**src/rtl/alu_control_md_if.sv**
```systemverilog
// ---------------------------------------------------------------------------
// alu_control_md_if
//   Bundles the signals between the main control/datapath and the ALU
//   control + multiply/divide unit.
//
//   master : issuing side (main control / testbench)
//   slave  : alu_control_md
//
//   valid        issue strobe for ALUOp/funct/operands this cycle
//   ALUOp[1:0]   from main control
//   funct[5:0]   instruction bits [5:0]
//   src_a/src_b  rs / rt operands
//   out_to_ALU   4-bit ALU control code
//   illegal      ALUOp=10 with an undecoded funct
//   stall        hold PC and pipeline this cycle
//   md_done      one-cycle pulse when HI/LO are written by mult/div
//   div_zero     one-cycle pulse with md_done when the divisor was 0
//   hilo_rd      mfhi/mflo read data
//   hi, lo       architectural HI/LO
// ---------------------------------------------------------------------------
interface alu_control_md_if #(
    parameter int WIDTH = 32
);
    logic             valid;
    logic [1:0]       ALUOp;
    logic [5:0]       funct;
    logic [WIDTH-1:0] src_a;
    logic [WIDTH-1:0] src_b;
    logic [3:0]       out_to_ALU;
    logic             illegal;
    logic             stall;
    logic             md_done;
    logic             div_zero;
    logic [WIDTH-1:0] hilo_rd;
    logic [WIDTH-1:0] hi;
    logic [WIDTH-1:0] lo;

    modport master (
        output valid, ALUOp, funct, src_a, src_b,
        input  out_to_ALU, illegal, stall, md_done, div_zero, hilo_rd, hi, lo
    );

    modport slave (
        input  valid, ALUOp, funct, src_a, src_b,
        output out_to_ALU, illegal, stall, md_done, div_zero, hilo_rd, hi, lo
    );
endinterface

```
**src/rtl/alu_control_md.sv**
```systemverilog
// ---------------------------------------------------------------------------
// alu_control_md
//   ALU control decoder for a MIPS-style datapath plus an iterative
//   multiply/divide sequencer owning the HI/LO registers.
//
//   Decoder : ALUOp/funct -> 4-bit ALU control code, illegal-funct flag.
//   Sequencer: mult/multu (shift-add) and div/divu (restoring), one step
//              per cycle, WIDTH steps, then a sign-fix cycle that writes
//              HI/LO and pulses md_done.  mfhi/mflo/mthi/mtlo access HI/LO
//              directly when the sequencer is idle; any HI/LO instruction
//              issued while it is busy raises stall.
//
// Ports
//   clk    system clock, rising edge
//   reset  synchronous, active-high
//   bus    alu_control_md_if.slave (see interface file for signal list)
//
// Build option
//   ALU_CTL_REG_EN  when defined, out_to_ALU and illegal are registered
//                   (one cycle after ALUOp/funct); otherwise they are
//                   combinational.  The sequencer is identical either way.
//
// FSM
//   state  | meaning
//   -------+-----------------------------------------------------------
//   IDLE   | no operation in flight; HI/LO moves and reads serviced
//   RUN    | one multiply or divide step per cycle, count 0..WIDTH-1
//   FIX    | sign correction, HI/LO write, md_done (and div_zero) pulse
// ---------------------------------------------------------------------------
module alu_control_md #(
    parameter int WIDTH = 32,
    parameter int CNT_W = $clog2(WIDTH) + 1
) (
    input  logic            clk,
    input  logic            reset,
    alu_control_md_if.slave bus
);

    localparam logic [3:0] CTL_AND = 4'b0000;
    localparam logic [3:0] CTL_OR  = 4'b0001;
    localparam logic [3:0] CTL_ADD = 4'b0010;
    localparam logic [3:0] CTL_SUB = 4'b0110;
    localparam logic [3:0] CTL_SLT = 4'b0111;
    localparam logic [3:0] CTL_NOR = 4'b1100;

    localparam logic [5:0] FN_MFHI  = 6'b010000;
    localparam logic [5:0] FN_MTHI  = 6'b010001;
    localparam logic [5:0] FN_MFLO  = 6'b010010;
    localparam logic [5:0] FN_MTLO  = 6'b010011;
    localparam logic [5:0] FN_MULT  = 6'b011000;
    localparam logic [5:0] FN_MULTU = 6'b011001;
    localparam logic [5:0] FN_DIV   = 6'b011010;
    localparam logic [5:0] FN_DIVU  = 6'b011011;

    localparam logic [CNT_W-1:0] LAST_STEP = CNT_W'(WIDTH - 1);

    typedef enum logic [1:0] {
        S_IDLE = 2'd0,
        S_RUN  = 2'd1,
        S_FIX  = 2'd2
    } state_t;

    state_t r_state;
    state_t w_state_nxt;

    // ------------------------------------------------------------------
    // Instruction classification
    // ------------------------------------------------------------------
    logic w_rtype;
    logic w_md_grp;
    logic w_muldiv;
    logic w_is_div;
    logic w_signed;
    logic w_mthi;
    logic w_mtlo;

    assign w_rtype  = (bus.ALUOp == 2'b10);
    assign w_muldiv = w_rtype && (bus.funct == FN_MULT || bus.funct == FN_MULTU ||
                                  bus.funct == FN_DIV  || bus.funct == FN_DIVU);
    assign w_md_grp = w_muldiv ||
                      (w_rtype && (bus.funct == FN_MFHI || bus.funct == FN_MTHI ||
                                   bus.funct == FN_MFLO || bus.funct == FN_MTLO));
    // div/divu are 01101x; signed variants have funct[0]=0
    assign w_is_div = bus.funct[1];
    assign w_signed = ~bus.funct[0];
    assign w_mthi   = w_rtype && (bus.funct == FN_MTHI);
    assign w_mtlo   = w_rtype && (bus.funct == FN_MTLO);

    // ------------------------------------------------------------------
    // ALU control decode
    // ------------------------------------------------------------------
    logic [3:0] w_ctl;
    logic       w_illegal;

    always_comb begin
        w_ctl     = CTL_ADD;
        w_illegal = 1'b0;
        case (bus.ALUOp)
            2'b00: w_ctl = CTL_ADD;
            2'b01: w_ctl = CTL_SUB;
            2'b11: w_ctl = CTL_OR;
            default: begin
                case (bus.funct)
                    6'b100000, 6'b100001: w_ctl = CTL_ADD;
                    6'b100010, 6'b100011: w_ctl = CTL_SUB;
                    6'b100100:            w_ctl = CTL_AND;
                    6'b100101:            w_ctl = CTL_OR;
                    6'b100111:            w_ctl = CTL_NOR;
                    6'b101010, 6'b101011: w_ctl = CTL_SLT;
                    default: begin
                        // HI/LO group is legal; the ALU code is a don't-care
                        w_ctl     = CTL_ADD;
                        w_illegal = ~w_md_grp;
                    end
                endcase
            end
        endcase
    end

`ifdef ALU_CTL_REG_EN
    logic [3:0] r_ctl;
    logic       r_illegal;

    always_ff @(posedge clk) begin
        if (reset) begin
            r_ctl     <= CTL_ADD;
            r_illegal <= 1'b0;
        end else begin
            r_ctl     <= w_ctl;
            r_illegal <= w_illegal;
        end
    end

    assign bus.out_to_ALU = r_ctl;
    assign bus.illegal    = r_illegal;
`else
    // reset forces the reset-state values even on the combinational path
    assign bus.out_to_ALU = reset ? CTL_ADD : w_ctl;
    assign bus.illegal    = reset ? 1'b0    : w_illegal;
`endif

    // ------------------------------------------------------------------
    // Sequencer datapath registers
    // ------------------------------------------------------------------
    logic [CNT_W-1:0] r_count;
    logic [WIDTH-1:0] r_hi;
    logic [WIDTH-1:0] r_lo;
    logic [WIDTH-1:0] r_acc;     // partial product high half / remainder
    logic [WIDTH-1:0] r_q;       // multiplier (shifting out) / quotient
    logic [WIDTH-1:0] r_m;       // multiplicand / divisor magnitude
    logic             r_is_div;
    logic             r_neg_lo;  // negate product (mul) or quotient (div)
    logic             r_neg_hi;  // negate remainder (div only)
    logic             r_dz;

    logic w_start;
    logic w_start_dz;

    assign w_start    = bus.valid && w_muldiv && (r_state == S_IDLE);
    assign w_start_dz = w_start && w_is_div && (bus.src_b == '0);

    // Operand magnitudes; -2^(W-1) maps to itself, which is the correct
    // unsigned magnitude
    logic [WIDTH-1:0] w_mag_a;
    logic [WIDTH-1:0] w_mag_b;
    logic             w_sgn_a;
    logic             w_sgn_b;

    assign w_sgn_a = w_signed && bus.src_a[WIDTH-1];
    assign w_sgn_b = w_signed && bus.src_b[WIDTH-1];
    assign w_mag_a = w_sgn_a ? -bus.src_a : bus.src_a;
    assign w_mag_b = w_sgn_b ? -bus.src_b : bus.src_b;

    // Multiply step: add multiplicand when the multiplier LSB is set,
    // then shift {acc,q} right by one
    logic [WIDTH:0] w_mul_sum;
    assign w_mul_sum = {1'b0, r_acc} + (r_q[0] ? {1'b0, r_m} : {(WIDTH+1){1'b0}});

    // Restoring divide step: shift the next dividend bit into the partial
    // remainder and subtract the divisor if it fits
    logic [WIDTH:0]   w_div_sh;
    logic [WIDTH-1:0] w_div_diff;
    logic             w_div_ge;

    assign w_div_sh   = {r_acc, r_q[WIDTH-1]};
    assign w_div_ge   = (w_div_sh >= {1'b0, r_m});
    assign w_div_diff = w_div_sh[WIDTH-1:0] - r_m;

    // Sign correction applied in FIX
    logic [2*WIDTH-1:0] w_prod;
    logic [2*WIDTH-1:0] w_prod_fix;
    logic [WIDTH-1:0]   w_fix_hi;
    logic [WIDTH-1:0]   w_fix_lo;

    assign w_prod     = {r_acc, r_q};
    assign w_prod_fix = r_neg_lo ? -w_prod : w_prod;

    always_comb begin
        if (r_is_div) begin
            w_fix_lo = r_neg_lo ? -r_q   : r_q;
            w_fix_hi = r_neg_hi ? -r_acc : r_acc;
        end else begin
            w_fix_lo = w_prod_fix[WIDTH-1:0];
            w_fix_hi = w_prod_fix[2*WIDTH-1:WIDTH];
        end
    end

    // ------------------------------------------------------------------
    // FSM: state register
    // ------------------------------------------------------------------
    always_ff @(posedge clk) begin
        if (reset) begin
            r_state <= S_IDLE;
        end else begin
            r_state <= w_state_nxt;
        end
    end

    // ------------------------------------------------------------------
    // FSM: next state
    // ------------------------------------------------------------------
    always_comb begin
        w_state_nxt = r_state;
        case (r_state)
            S_IDLE: begin
                if (w_start) begin
                    w_state_nxt = w_start_dz ? S_FIX : S_RUN;
                end
            end
            S_RUN: begin
                if (r_count == LAST_STEP) begin
                    w_state_nxt = S_FIX;
                end
            end
            S_FIX:   w_state_nxt = S_IDLE;
            default: w_state_nxt = S_IDLE;
        endcase
    end

    // ------------------------------------------------------------------
    // FSM: outputs
    // ------------------------------------------------------------------
    logic w_stall;
    logic w_md_done;
    logic w_div_zero;

    always_comb begin
        w_stall    = 1'b0;
        w_md_done  = 1'b0;
        w_div_zero = 1'b0;
        if (!reset) begin
            w_stall = bus.valid && w_md_grp && (r_state != S_IDLE);
            if (r_state == S_FIX) begin
                w_md_done  = 1'b1;
                w_div_zero = r_dz;
            end
        end
    end

    assign bus.stall    = w_stall;
    assign bus.md_done  = w_md_done;
    assign bus.div_zero = w_div_zero;

    // ------------------------------------------------------------------
    // Sequencer datapath
    // ------------------------------------------------------------------
    always_ff @(posedge clk) begin
        if (reset) begin
            r_count  <= '0;
            r_hi     <= '0;
            r_lo     <= '0;
            r_acc    <= '0;
            r_q      <= '0;
            r_m      <= '0;
            r_is_div <= 1'b0;
            r_neg_lo <= 1'b0;
            r_neg_hi <= 1'b0;
            r_dz     <= 1'b0;
        end else begin
            case (r_state)
                S_IDLE: begin
                    if (w_start) begin
                        r_count  <= '0;
                        r_is_div <= w_is_div;
                        r_dz     <= w_start_dz;
                        if (w_start_dz) begin
                            // FIX writes these through unchanged
                            r_acc    <= bus.src_a;
                            r_q      <= '1;
                            r_neg_lo <= 1'b0;
                            r_neg_hi <= 1'b0;
                        end else begin
                            r_acc    <= '0;
                            r_q      <= w_mag_a;
                            r_m      <= w_mag_b;
                            r_neg_lo <= w_sgn_a ^ w_sgn_b;
                            r_neg_hi <= w_is_div && w_sgn_a;
                        end
                    end else if (bus.valid && w_mthi) begin
                        r_hi <= bus.src_a;
                    end else if (bus.valid && w_mtlo) begin
                        r_lo <= bus.src_a;
                    end
                end
                S_RUN: begin
                    r_count <= r_count + CNT_W'(1);
                    if (r_is_div) begin
                        r_acc <= w_div_ge ? w_div_diff : w_div_sh[WIDTH-1:0];
                        r_q   <= {r_q[WIDTH-2:0], w_div_ge};
                    end else begin
                        r_acc <= w_mul_sum[WIDTH:1];
                        r_q   <= {w_mul_sum[0], r_q[WIDTH-1:1]};
                    end
                end
                S_FIX: begin
                    r_hi    <= w_fix_hi;
                    r_lo    <= w_fix_lo;
                    r_count <= '0;
                end
                default: r_count <= '0;
            endcase
        end
    end

    assign bus.hi      = r_hi;
    assign bus.lo      = r_lo;
    assign bus.hilo_rd = (bus.funct == FN_MFHI) ? r_hi : r_lo;

endmodule

```
**src/flat_wrapper.sv**
```systemverilog
// flat-port wrapper written by rule: the top's interface ports become plain ports
module alu_control_md_flat 
#(
    parameter int WIDTH = 32,
    parameter int CNT_W = $clog2(WIDTH) + 1
)
  (clk, reset, bus_valid, bus_ALUOp, bus_funct, bus_src_a, bus_src_b, bus_out_to_ALU, bus_illegal, bus_stall, bus_md_done, bus_div_zero, bus_hilo_rd, bus_hi, bus_lo);
  alu_control_md_if #(.WIDTH(WIDTH)) bus_i ();
  input  logic clk;
  input  logic reset;
  input wire logic [$bits(bus_i.valid)-1:0] bus_valid;
  input wire logic [$bits(bus_i.ALUOp)-1:0] bus_ALUOp;
  input wire logic [$bits(bus_i.funct)-1:0] bus_funct;
  input wire logic [$bits(bus_i.src_a)-1:0] bus_src_a;
  input wire logic [$bits(bus_i.src_b)-1:0] bus_src_b;
  output wire logic [$bits(bus_i.out_to_ALU)-1:0] bus_out_to_ALU;
  output wire logic [$bits(bus_i.illegal)-1:0] bus_illegal;
  output wire logic [$bits(bus_i.stall)-1:0] bus_stall;
  output wire logic [$bits(bus_i.md_done)-1:0] bus_md_done;
  output wire logic [$bits(bus_i.div_zero)-1:0] bus_div_zero;
  output wire logic [$bits(bus_i.hilo_rd)-1:0] bus_hilo_rd;
  output wire logic [$bits(bus_i.hi)-1:0] bus_hi;
  output wire logic [$bits(bus_i.lo)-1:0] bus_lo;
  assign bus_i.valid = bus_valid;
  assign bus_i.ALUOp = bus_ALUOp;
  assign bus_i.funct = bus_funct;
  assign bus_i.src_a = bus_src_a;
  assign bus_i.src_b = bus_src_b;
  assign bus_out_to_ALU = bus_i.out_to_ALU;
  assign bus_illegal = bus_i.illegal;
  assign bus_stall = bus_i.stall;
  assign bus_md_done = bus_i.md_done;
  assign bus_div_zero = bus_i.div_zero;
  assign bus_hilo_rd = bus_i.hilo_rd;
  assign bus_hi = bus_i.hi;
  assign bus_lo = bus_i.lo;
  alu_control_md #(.WIDTH(WIDTH), .CNT_W(CNT_W)) u_core (.clk(clk), .reset(reset), .bus(bus_i));
endmodule
```
**config.mk**
```make
export PLATFORM = sky130hd
export DESIGN_NAME = alu_control_md_flat
export DESIGN_NICKNAME = d
export VERILOG_FILES = /design/src/rtl/alu_control_md_if.sv /design/src/rtl/alu_control_md.sv /design/src/flat_wrapper.sv
export SDC_FILE = /design/constraint.sdc
export NUM_CORES = 1
export LEC_CHECK = 0
export ABC_CLOCK_PERIOD_IN_PS = 3500
export CAP_MARGIN = 20
export CORE_UTILIZATION = 48
export CTS_CLUSTER_SIZE = 30
export DETAILED_ROUTE_END_ITERATION = 10
export GPL_ROUTABILITY_DRIVEN = 0
export HOLD_SLACK_MARGIN = 0.03
export PLACE_DENSITY = 0.69
export SLEW_MARGIN = 0
export SYNTH_ARGS = -nofsm -noshare
export SYNTH_HDL_FRONTEND = slang
export SYNTH_SLANG_ARGS = --single-unit
```
**constraint.sdc**
```tcl
create_clock -name clk -period 3.5 [get_ports clk]
set_input_delay 0.35 -clock clk [delete_from_list [all_inputs] [get_ports clk]]
set_output_delay 0.35 -clock clk [all_outputs]
set_load 0.02 [all_outputs]
```
Yosys cells after proc, flatten, opt, wreduce, memory -nomap -nowiden

Index checks and enable logic that the tools add are counted.
W data, S select, Z words.

Add/subtract/negate cells: 8
Multipliers: 0
Div/mod/pow operators: 0
$lt $le $gt $ge: 1
Eq/ne operators: 29
Shift-type cells: 0
Multiplexer cells: 44
Bitwise logic cells: 4
Reduce and logical (&&, ||, !) cells: 38

Operator list:

| operator              | number |
|---|---|
| $mux W32              | 20 |
| $pmux W32 S2          | 4 |
| $neg A32 Y32          | 4 |
| $mux W64              | 1 |
| $neg A64 Y64          | 1 |
| $eq A6 B5 Y1 const B  | 9 |
| $eq A6 B6 Y1 const B  | 9 |
| $add A32 B33 Y33      | 1 |
| $ge A33 B32 Y1        | 1 |
| $logic_not A32 Y1     | 1 |
| $sub A32 B32 Y32      | 1 |
| $pmux W4 S5           | 1 |
| $logic_and A1 B1 Y1   | 15 |
| $pmux W4 S3           | 1 |
| $pmux W6 S2           | 1 |
| $mux W1               | 10 |
| $reduce_or A9 Y1      | 1 |
| $ne A2 B2 Y1 const B  | 4 |
| $logic_or A1 B1 Y1    | 7 |
| $add A6 B1 Y6 const B | 1 |
| $eq A2 B2 Y1 const B  | 3 |
| $mux W2               | 3 |
| $mux W6               | 1 |
| $reduce_and A2 Y1     | 3 |
| other kinds (12)      | 21 |

Bits in registers: 172
Latch bits: 0
RAM bits: 0
Memory bits (read-only): 0
Input bits: 75
Output and inout bits: 104
Logic and storage cells: 135
Memories: 0

Depth between registers and ports, before layout

Gate-level depths: netlist of the first run.

Word-level depth: 12
Gate-level depth with buffers: 14
Mapped depth without buffers: 12

Worst setup path before layout of the first run

Ideal clock, no wire load.

Kind: reg-to-reg
Start: register u_core.r_acc[0]
End: register u_core.r_hi[18], in the netlist u_core.bus.hi[18]
Setup time: 91 ps
Arrival: 2997 ps
Data required time: 3409 ps
Path slack: 412 ps
Stages on the path, launching flop included: 13
Path buffers: 1
Clock period less this slack: 3088 ps
Cell sequence: dfxtp_1 -> clkbuf_1 -> inv_1 -> ha_1 -> or3b_4 -> or4_4 -> or4_4 -> nor3_4 -> nand4_1 -> a21oi_1 -> xnor2_1 -> nand2_1 -> a311oi_1

Cells in the longest elaborated chain, start to end: 4
Elaborated cells on any way between the ends: 6
Those cells by class: 2 x add/sub; 4 x mux

RTL lines:

| item                                                | RTL line                                     | source |
|---|---|---|
| from (decl)                                         | alu_control_md.sv:148                        | `logic [WIDTH-1:0] r_acc;` |
| from (signal assigned)                              | alu_control_md.sv:288                        | `r_acc <= bus.src_a;` |
| from (signal assigned)                              | alu_control_md.sv:308                        | `r_acc <= w_div_ge ? w_div_diff : w_div_sh[WIDTH-1:0];` |
| from (signal assigned)                              | alu_control_md.sv:311                        | `r_acc <= w_mul_sum[WIDTH:1];` |
| $neg A64 Y64 / $neg A32 Y32 (equally long branches) | alu_control_md.sv:196, alu_control_md.sv:201 |  |
| $mux W64 / $mux W32 (equally long branches)         | alu_control_md.sv:196, alu_control_md.sv:201 |  |
| $mux W32 (*)                                        | alu_control_md.sv:199                        | `if (r_is_div) begin` |
| $pmux W32 S2 (*)                                    | alu_control_md.sv:280                        | `case (r_state)` |
| to (signal assigned)                                | alu_control_md.sv:300                        | `r_hi <= bus.src_a;` |
| to (signal assigned)                                | alu_control_md.sv:316                        | `r_hi <= w_fix_hi;` |
| to (decl)                                           | alu_control_md.sv:146                        | `logic [WIDTH-1:0] r_hi;` |

Every way passes the cells marked *; elsewhere a longest branch is shown, timed or not.
A chain may end at the register's enable or synchronous reset.

Worst setup path after layout of the first run

Start: register u_core.r_acc[0]
End: register u_core.r_hi[28], in the netlist u_core.bus.hi[28]

The elaborated chain is that of the path after synthesis.

==> flow_summary.html, run 1 <==
<table>
<tr><th>Metric</th><th>Value</th></tr>
<tr><th colspan="2">Finish</th></tr>
<tr><td>Number of inserted diodes</td><td>0</td></tr>
<tr><td>Area added between synthesis and finish</td><td>23.0%</td></tr>
<tr><td>Commonest cells after routing, fill and taps aside</td><td>sky130_fd_sc_hd__nor2_1 (248), sky130_fd_sc_hd__a21oi_1 (185), sky130_fd_sc_hd__nand2_1 (184), sky130_fd_sc_hd__clkdlybuf4s50_1 (177), sky130_fd_sc_hd__dfxtp_1 (170)</td></tr>
<tr><td>Layout cells sized above 1</td><td>between 10% and 20%</td></tr>
<tr><td>Final Net Count</td><td>approximately 2400</td></tr>
<tr><td>Most frequent standard cell in the layout excluding fill and tap cells</td><td>sky130_fd_sc_hd__nor2_1</td></tr>
<tr><th colspan="2">Synth</th></tr>
<tr><td>Seq cells post-synth</td><td>between 150 and 200</td></tr>
<tr><td>Portion of the post-synthesis area used by sequential elements</td><td>a little under a quarter</td></tr>
<tr><td>Asr flop ratio synth</td><td>0%</td></tr>
<tr><td>Post-Syn Nets</td><td>2183</td></tr>
<tr><td>Gate count of the mapped netlist</td><td>between 2000 and 2500</td></tr>
<tr><td>Unique cell type count in the Yosys netlist</td><td>79</td></tr>
<tr><td>Post-synth EDFFs</td><td>0</td></tr>
<tr><td>Primary FF master, synth</td><td>sky130_fd_sc_hd__dfxtp_1</td></tr>
<tr><td>Post-synthesis instance area</td><td>~15000 sq um</td></tr>
<tr><td>Mean instance size in the synthesized netlist</td><td>approximately 7.3 sq um</td></tr>
<tr><td>Number of warnings issued by yosys</td><td>0</td></tr>
<tr><th colspan="2">Die</th></tr>
<tr><td>Core Region</td><td>30000 sq um</td></tr>
<tr><td>Initial standard-cell utilization of the core</td><td>a little under 50%</td></tr>
<tr><td>Height of the die</td><td>between 150 and 200 microns</td></tr>
<tr><td>Die footprint</td><td>around 32000 sq um</td></tr>
<tr><td>Total number of placement rows</td><td>63</td></tr>
<tr><td>Die X</td><td>approximately 180 microns</td></tr>
<tr><td>Number of primary I/O pins</td><td>around 180</td></tr>
<tr><th colspan="2">CTS</th></tr>
<tr><td>Depth of the CTS H-tree</td><td>4</td></tr>
<tr><td>Clock Sinks</td><td>172</td></tr>
<tr><td>Clock-pin slew of the registers on the worst-case setup and hold paths</td><td>around 0.070 ns</td></tr>
<tr><td>Worst-Skew Late Latency</td><td>around 0.45 ns</td></tr>
<tr><td>CTS Root Buffer Type</td><td>sky130_fd_sc_hd__clkbuf_16</td></tr>
<tr><td>Post-CTS Hold Buffers</td><td>0</td></tr>
<tr><td>Clock tree from TritonCTS</td><td>built</td></tr>
<tr><td>CTS max path bufs</td><td>2</td></tr>
<tr><td>Number of buffers created by CTS</td><td>17</td></tr>
<tr><th colspan="2">STA</th></tr>
<tr><td>Final critical-path required period</td><td>between 3 and 4 ns</td></tr>
<tr><td>Sum Neg Setup Slack</td><td>0 ns</td></tr>
<tr><td>Fmax</td><td>between 200 and 300 MHz</td></tr>
<tr><td>Worst-margin pin slew</td><td>approximately 0.91 ns</td></tr>
<tr><td>Number of slew-limit violations in the final report</td><td>0</td></tr>
<tr><td>Worst clock skew on the final layout</td><td>0.0103 ns</td></tr>
<tr><td>Tcrit/Tclk final</td><td>a little over nine tenths</td></tr>
<tr><td>Final setup violation count</td><td>0</td></tr>
<tr><td>Worst slew margin relative to its limit</td><td>between 30% and 40%</td></tr>
<tr><td>Number of hold violations in the final report</td><td>0</td></tr>
<tr><th colspan="2">Route</th></tr>
<tr><td>DRT iter0 DRCs</td><td>about 1500</td></tr>
<tr><td>Total wirelength of the detailed-routed design</td><td>around 53000 microns</td></tr>
<tr><td>Total DRC errors in the routed layout</td><td>0</td></tr>
<tr><td>Avg WL per Cell</td><td>20.3 microns</td></tr>
<tr><td>Vias</td><td>16400</td></tr>
<tr><td>First-pass iteration count of the detailed router</td><td>5</td></tr>
<tr><td>Final ANT Viol Nets</td><td>0</td></tr>
<tr><td>Detail-routed via count per cell</td><td>6.26</td></tr>
<tr><th colspan="2">Global route</th></tr>
<tr><td>Largest net degree at the start of global routing</td><td>roughly 80</td></tr>
<tr><td>All-Layer GR Usage</td><td>33.6%</td></tr>
<tr><td>Initial antenna violation count</td><td>0</td></tr>
<tr><td>Global route overflow</td><td>0</td></tr>
<tr><td>Vias in the first global route</td><td>about 15000</td></tr>
<tr><td>Wire length of the first global-routing pass</td><td>82400 microns</td></tr>
<tr><th colspan="2">Power and ir drop</th></tr>
<tr><td>Pwr Density</td><td>about 270 nW/um^2</td></tr>
<tr><td>Leak pwr</td><td>0.00708 uW</td></tr>
<tr><td>Maximum resistive drop on vdd</td><td>about 0.00032 V</td></tr>
<tr><td>Total power draw</td><td>slightly below 5000 uW</td></tr>
<tr><th colspan="2">Critical path</th></tr>
<tr><td>Setup crit start kind</td><td>flop</td></tr>
<tr><td>CP required</td><td>between 3 and 4 ns</td></tr>
<tr><td>Crit Path Category</td><td>flop to flop</td></tr>
<tr><td>CP Capture Type</td><td>flop</td></tr>
<tr><td>Maximum fanout along the worst path</td><td>6</td></tr>
<tr><td>Critical Path AT</td><td>around 3.8 ns</td></tr>
<tr><th colspan="2">Run</th></tr>
<tr><td>Count of max-cap constraint violations</td><td>0</td></tr>
<tr><th colspan="2">Hold path</th></tr>
<tr><td>Type of the most critical hold path</td><td>input pin to flop</td></tr>
<tr><th colspan="2">Run status</th></tr>
<tr><td>Status</td><td>completed</td></tr>
<tr><th colspan="2">Placement</th></tr>
<tr><td>PortBufs</td><td>between 150 and 200</td></tr>
<tr><td>HPWL Detailed</td><td>roughly 41000 microns</td></tr>
</table>
## power by group
part	internal, uW	switching [uW]	total, uW
logic	425	577	1000
clock network	1080	877	1950
registers	1970	16.3	1980
total	3470	1470	4940
## path summary, 6_finish.rpt
| kind | cells after the start | startpoint | endpoint | slack [ns] |
|---|---|---|---|---|
| min | 2 | reset | u_core.bus.lo[29] | 0.29 |
| min reg2reg | 2 | u_core.r_dz | u_core.r_dz | 0.46 |
| max reg2reg | 11 | u_core.r_acc[0] | u_core.bus.hi[28] | 0.11 |
| max | 11 | u_core.r_acc[0] | u_core.bus.hi[28] | 0.11 |
## synth_stat cells, drive strengths merged, types with 13 or more instances
master / number / area share [%]
o21a: 14 / 0.71
xor2: 72 / 4.3
o41ai: 14 / 0.88
a21o: 19 / 0.96
ha: 69 / 5.8
o31ai: 25 / 1.3
nor2b: 16 / 0.67
clkbuf: 121 / 3.2
a311oi: 19 / 1.1
o21ai: 165 / 5.6
nor4: 22 / 0.97
xnor2: 95 / 5.6
inv: 67 / 1.7
buf: 24 / 0.69
nor3: 46 / 1.7
and3: 14 / 0.59
a211oi: 75 / 3.8
a21oi: 186 / 6.3
nand3: 25 / 0.88
a31oi: 48 / 2.0
nand2b: 13 / 0.55
nor2: 251 / 6.4
o211ai: 18 / 0.94
dfxtp: 172 / 23
nand4: 25 / 1.1
a221oi: 18 / 1.1
mux2i: 41 / 2.8
nand2: 184 / 4.7
mux2: 42 / 3.2
## metrics by stage
stage | std cells | setup slack (ns) | utilization [%] | hold WS (ns) | instance area [sq um]
after floorplan | 2037 | 0.412 | - | 0.432 | 14800
after global placement | 2592 | 0.129 | 58.7 | 0.442 | 17600
after detailed placement | 2592 | 0.0660 | 58.7 | 0.447 | 17600
after CTS | 2624 | 0.0396 | 60.6 | 0.277 | 18200
after global routing | 2626 | -0.00832 | 60.7 | 0.288 | 18200
final | 2626 | 0.112 | 60.7 | 0.289 | 18200
## cells by family after synthesis
group | Yosys count | share of synthesized area (%)
buffers and inverters | 212 | 5.59
XOR/XNOR | 167 | 9.86
multiplexers | 83 | 5.96
flip-flops | 172 | 23.2
adder cells (fa/ha/maj) | 71 | 6.09
AO/OA/AOI/OAI | 676 | 28.9
AND/OR/NAND/NOR | 656 | 20.4
## metal layers
layer / part of all wire [%] / vias up / GRT usage [%]
met5: 0 / - / 0
met4: 4.7 / 0 / 15.6
met3: 9.2 / 138 / 5.53
met2: 44 / 892 / 53.6
met1: 42 / 7600 / 43.9
li1: - / 7800 / -
## what timing repair did
item                                   CTS  global route
gates resized for setup                  0             4
setup buffers                            0             2
setup endpoints to repair                0            19
endpoints found under the hold margin    0             0
## flip-flops by register name (all words and copies together) (netlist names)
name	count
u_core.r_neg_hi	1
u_core.bus.lo	32
u_core.r_m	32
u_core.r_count	6
u_core.r_is_div	1
u_core.r_dz	1
u_core.r_neg_lo	1
u_core.r_state	2
u_core.r_acc	32
u_core.r_q	32
u_core.bus.hi	32
## critical path, cell delays in order (launching register included)
cell and delay [ns]:
sky130_fd_sc_hd__dfxtp_1 0.37, sky130_fd_sc_hd__inv_1 0.16, sky130_fd_sc_hd__ha_1 0.24, sky130_fd_sc_hd__or3b_4 0.41, sky130_fd_sc_hd__or4_4 0.43, sky130_fd_sc_hd__or4_4 0.56, sky130_fd_sc_hd__o31ai_1 0.26, sky130_fd_sc_hd__nor2_1 0.08
sky130_fd_sc_hd__a31oi_2 0.27, sky130_fd_sc_hd__a31oi_1 0.15, sky130_fd_sc_hd__xnor2_1 0.16, sky130_fd_sc_hd__a211oi_1 0.21
## layout make-up
| class | count | area [sq um] |
|---|---|---|
| fillers | 2721 | 11800 |
| multi-input cells | 1653 | 10600 |
| flip-flops and latches | 172 | 3450 |
| repair buffers | 312 | 2860 |
| well taps | 390 | 488 |
| clock buffers | 19 | 443 |
| inverters | 67 | 251 |
| clock inverters | 13 | 143 |
Power figures use the tool's default switching activity.
==> run 2: changes to the inputs <==
- HOLD_SLACK_MARGIN: 0.03 -> 0.1
==> results of run 2 <==
Final layout, timing and power as in run 1 (identical DEF).
